### src/rtl/flopenr.sv
// rtl/flopenr.sv - parameterised register with synchronous active-high reset and load enable
module flopenr #(
    parameter int WIDTH = 32
) (
    input  logic             clk,
    input  logic             reset,
    input  logic             en,
    input  logic [WIDTH-1:0] d,
    output logic [WIDTH-1:0] q
);

    // Reset is tested first so an unknown en cannot leak into q while reset is high.
    always_ff @(posedge clk) begin
        if (reset) begin
            q <= '0;
        end else if (en) begin
            q <= d;
        end
    end

endmodule

### config.mk
export PLATFORM = sky130hd
export DESIGN_NAME = flopenr
export DESIGN_NICKNAME = d
export VERILOG_FILES = /design/src/rtl/flopenr.sv
export SDC_FILE = /design/constraint.sdc
export NUM_CORES = 1
export LEC_CHECK = 0
export BUFFER_PORTS_ARGS = -buffer_cell sky130_fd_sc_hd__clkbuf_2
export CORE_UTILIZATION = 39
export CTS_BUF_LIST = sky130_fd_sc_hd__clkbuf_16
export DETAILED_ROUTE_END_ITERATION = 10
export HOLD_SLACK_MARGIN = 0.12
export MAX_ROUTING_LAYER = met4
export PLACE_DENSITY_LB_ADDON = 0.2
export SETUP_SLACK_MARGIN = 0.5
export SYNTH_ARGS = -nofsm -noshare
export SYNTH_HDL_FRONTEND = slang
export SYNTH_SLANG_ARGS = --single-unit
### constraint.sdc
create_clock -name clk -period 1 [get_ports clk]
set_input_delay 0.2 -clock clk [delete_from_list [all_inputs] [get_ports clk]]
set_output_delay 0.2 -clock clk [all_outputs]
set_load 0.02 [all_outputs]
* Word-level counts from Yosys, hierarchy flattened
Cells that the tools add are included.
Storage, ports and cells: flip-flop bits (word level) 32, input bits 35, output and inout bits 32, word-level logic and storage cells 1

* Longest topological paths before layout
word-level depth 0, gate-level depth with buffers 4, depth with buffers taken out 2

* Worst setup path before layout
OpenSTA, ideal clock, no wires.
path kind input port to flip-flop, from in en, to reg q[0], setup time 0.128 ns, data arrival time 0.665 ns, required time 0.872 ns, setup slack 0.207 ns, cell stages on the path 4, path buffers 2, cell sequence buf_6 buf_12 mux2i_1 nor2_1
RTL lines:
- start: declaration | line 7 | input logic en,
- end signal: assignment | line 15 | q <= '0;
- end signal: assignment | line 17 | q <= d;
- end: declaration | line 9 | output logic [WIDTH-1:0] q

* Final worst setup path
from reg q[27], to out q[27]
No word-level cell between the ends.

==> impl_metrics.ini <==
[flow_run]
drv_cap = 0

[cts]
clk_path_buf_depth = 2
cts_max_level = 2
cts_tree = yes
cts.sinks = 32
clock_latency_ns = 0.26
cts.clk_slew.worst_paths_ns = 0.05
cts-buffers-inserted = 5
root_buffer = clkbuf_16

[die]
die_x_um = 56.6
num_rows = 19
dieArea_sq_mm = 0.00321
start_util = 0.418
die_h_um = 56.6
ios = 67
core_sq_mm = 0.00278

[finish]
layout_common_cells = clkbuf_2 (33), mux2i_1 (32), nor2_1 (32), buf_8 (32), dfxtp_4 (32)
area_growth_pct = 87.7
final_cell_area_sq_mm = 0.00218
drive_gt1_frac = 0.625
fin_cells = 207
nets = 210
largest_reg_flops = 32
top_regs = q (32)
diodes = 0
utilization = 0.785
regMostFlops = q
layout_commonest_cell = clkbuf_2

[hold_path]
hold_class = in -> reg
worstHoldPathCells = 3

[logic_synthesis]
synth.top_cell.area_share = 0.551
yosys.area.top_type = dfxtp_1
syn-num-nets = 138
seq_area_frac_synth = 0.551
avgSynthCellArea_sq_um = 11.3
syn_inst = 103
syn_area_sq_mm = 0.00116
yosys_warnings = 0
ys_ff_latch = 32
synth_area_leaders = dfxtp_1 (55%), mux2i_1 (28%), nor2_1 (10%)
ys_types = 6

[power]
pwr-share-comb = 0.167
switching_share = 0.217
ir_drop_uv = 1730
clkPwrFrac = 0.449
cellPowerDensity_mw_per_mm2 = 1660
power.internal_mw = 2.84
switching_power_mw = 0.789
seqPwrFrac = 0.384
p_leak_nw = 1.05

[place]
dp.cells = 196
portBuffers = 66
gp_congestion = 0.608
postPlaceCellArea_sq_mm = 0.00163
hpwl_um = 1860

[sta]
rsz0062_at_grt = yes
period_share = 0.938
slew_headroom = 0.897
clock.fmax_mhz = 1070
final_max_slew_viol_count = 0
holdWs_ns = 0.164
finalHoldViolCount = 0
worst_pin_slew_ns = 0.151
fin_crit_ns = 0.938
final-setup-viol-count = 0
clock_skew_ns = 0
fin_setup_tns_ns = 0

[setup_path]
required_ns = 0.80
cp-endpoint = q[27]
start_kind = flop
cp.depth = 1
worstReg2RegStart = q[1]
critPathLaunch = q[27]
crit_type = reg -> out
path_buf_inv = 1
crit_path_cell_trace = buf_8
ff2ff_setup_slack_ns = 0.24
reg2regPathDepth = 3
crit_arrival_ns = 0.74
cpPeakStageDelay_ns = 0.35
cp-end-kind = output port
path_max_fanout = 2
slowest_stage = dfxtp_4
r2r-end = q[1]
crit_family = flip-flops

[routing]
routed_wl_um = 2860
first_iter_violations = 29
antenna_left = 0
via_per_inst = 4.78
vias = 989
drc = 0
first_pass_iters = 5
avgRoutedWirePerCell_um = 13.8

[global_routing]
grt_antenna_before_repair = 0
grt_start_max_net_pins = 33
gr-total-overflow = 0
grt_use_total = 0.199
grt_pass1_wl_um = 4620
grt_pass1_vias = 1013

[outcome]
status = finished clean
## cells in the mapped netlist
cell type  instances
buf_12             3
mux2i_1           32
buf_6              1
clkbuf_1           3
dfxtp_1           32
nor2_1            32
## kinds of logic after synthesis
family,share of synthesized area
mux,0.275
flops,0.551
simple gates,0.103
buf+inv,0.0710
## layout make-up
class                   instances  area [sq um]
well taps                      31          38.8
repair buffers                 72           782
flip-flops and latches         32           761
multi-input cells              64           440
clock inverters                 3          37.5
clock buffers                   5           125
fillers                       173           597
## repair_timing
action | in CTS | in global routing
cloned | 2 | 0
setup buffers | 0 | 1
hold buffers | 0 | 0
endpoints found under the hold margin | 0 | 0
gates resized for setup | 54 | 32
setup endpoints to repair | 64 | 64
## power by group through the flow
stage               clock, mW  combinational [mW]  sequential [mW]
finish                   1.63               0.605             1.39
detailed placement          0               0.432             1.39
CTS                      1.65               0.576             1.38
global placement            0               0.419             1.38
global route             1.73               0.646             1.40
floorplan                   0               0.181             1.48
## per-layer routing
metal  part of all wire  global-route usage  vias up
li1                   -                   -      484
met1               0.36               0.202      472
met2               0.58               0.350       31
met3              0.048              0.0645        2
met4             0.0094              0.0836        0
met5                  0                   -        -
## how the worst min path moves through the flow
| stage | from | to | slack [ns] |
|---|---|---|---|
| floorplan | reset | q[29] | 0.26 |
| global placement | d[18] | q[18] | 0.43 |
| detailed placement | d[11] | q[11] | 0.44 |
| CTS | d[1] | q[1] | 0.17 |
| global route | d[20] | q[20] | 0.16 |
| finish | d[20] | q[20] | 0.16 |
## metrics by stage
stage / total power [mW] / setup WS (ns)
final: 3.63 / 0.0619
after global routing: 3.78 / 0.0414
after CTS: 3.61 / 0.0439
after detailed placement: 1.82 / 0.0490
after global placement: 1.80 / 0.104
after floorplan: 1.66 / 0.235
No activity file was read; power rests on OpenSTA's default activity.
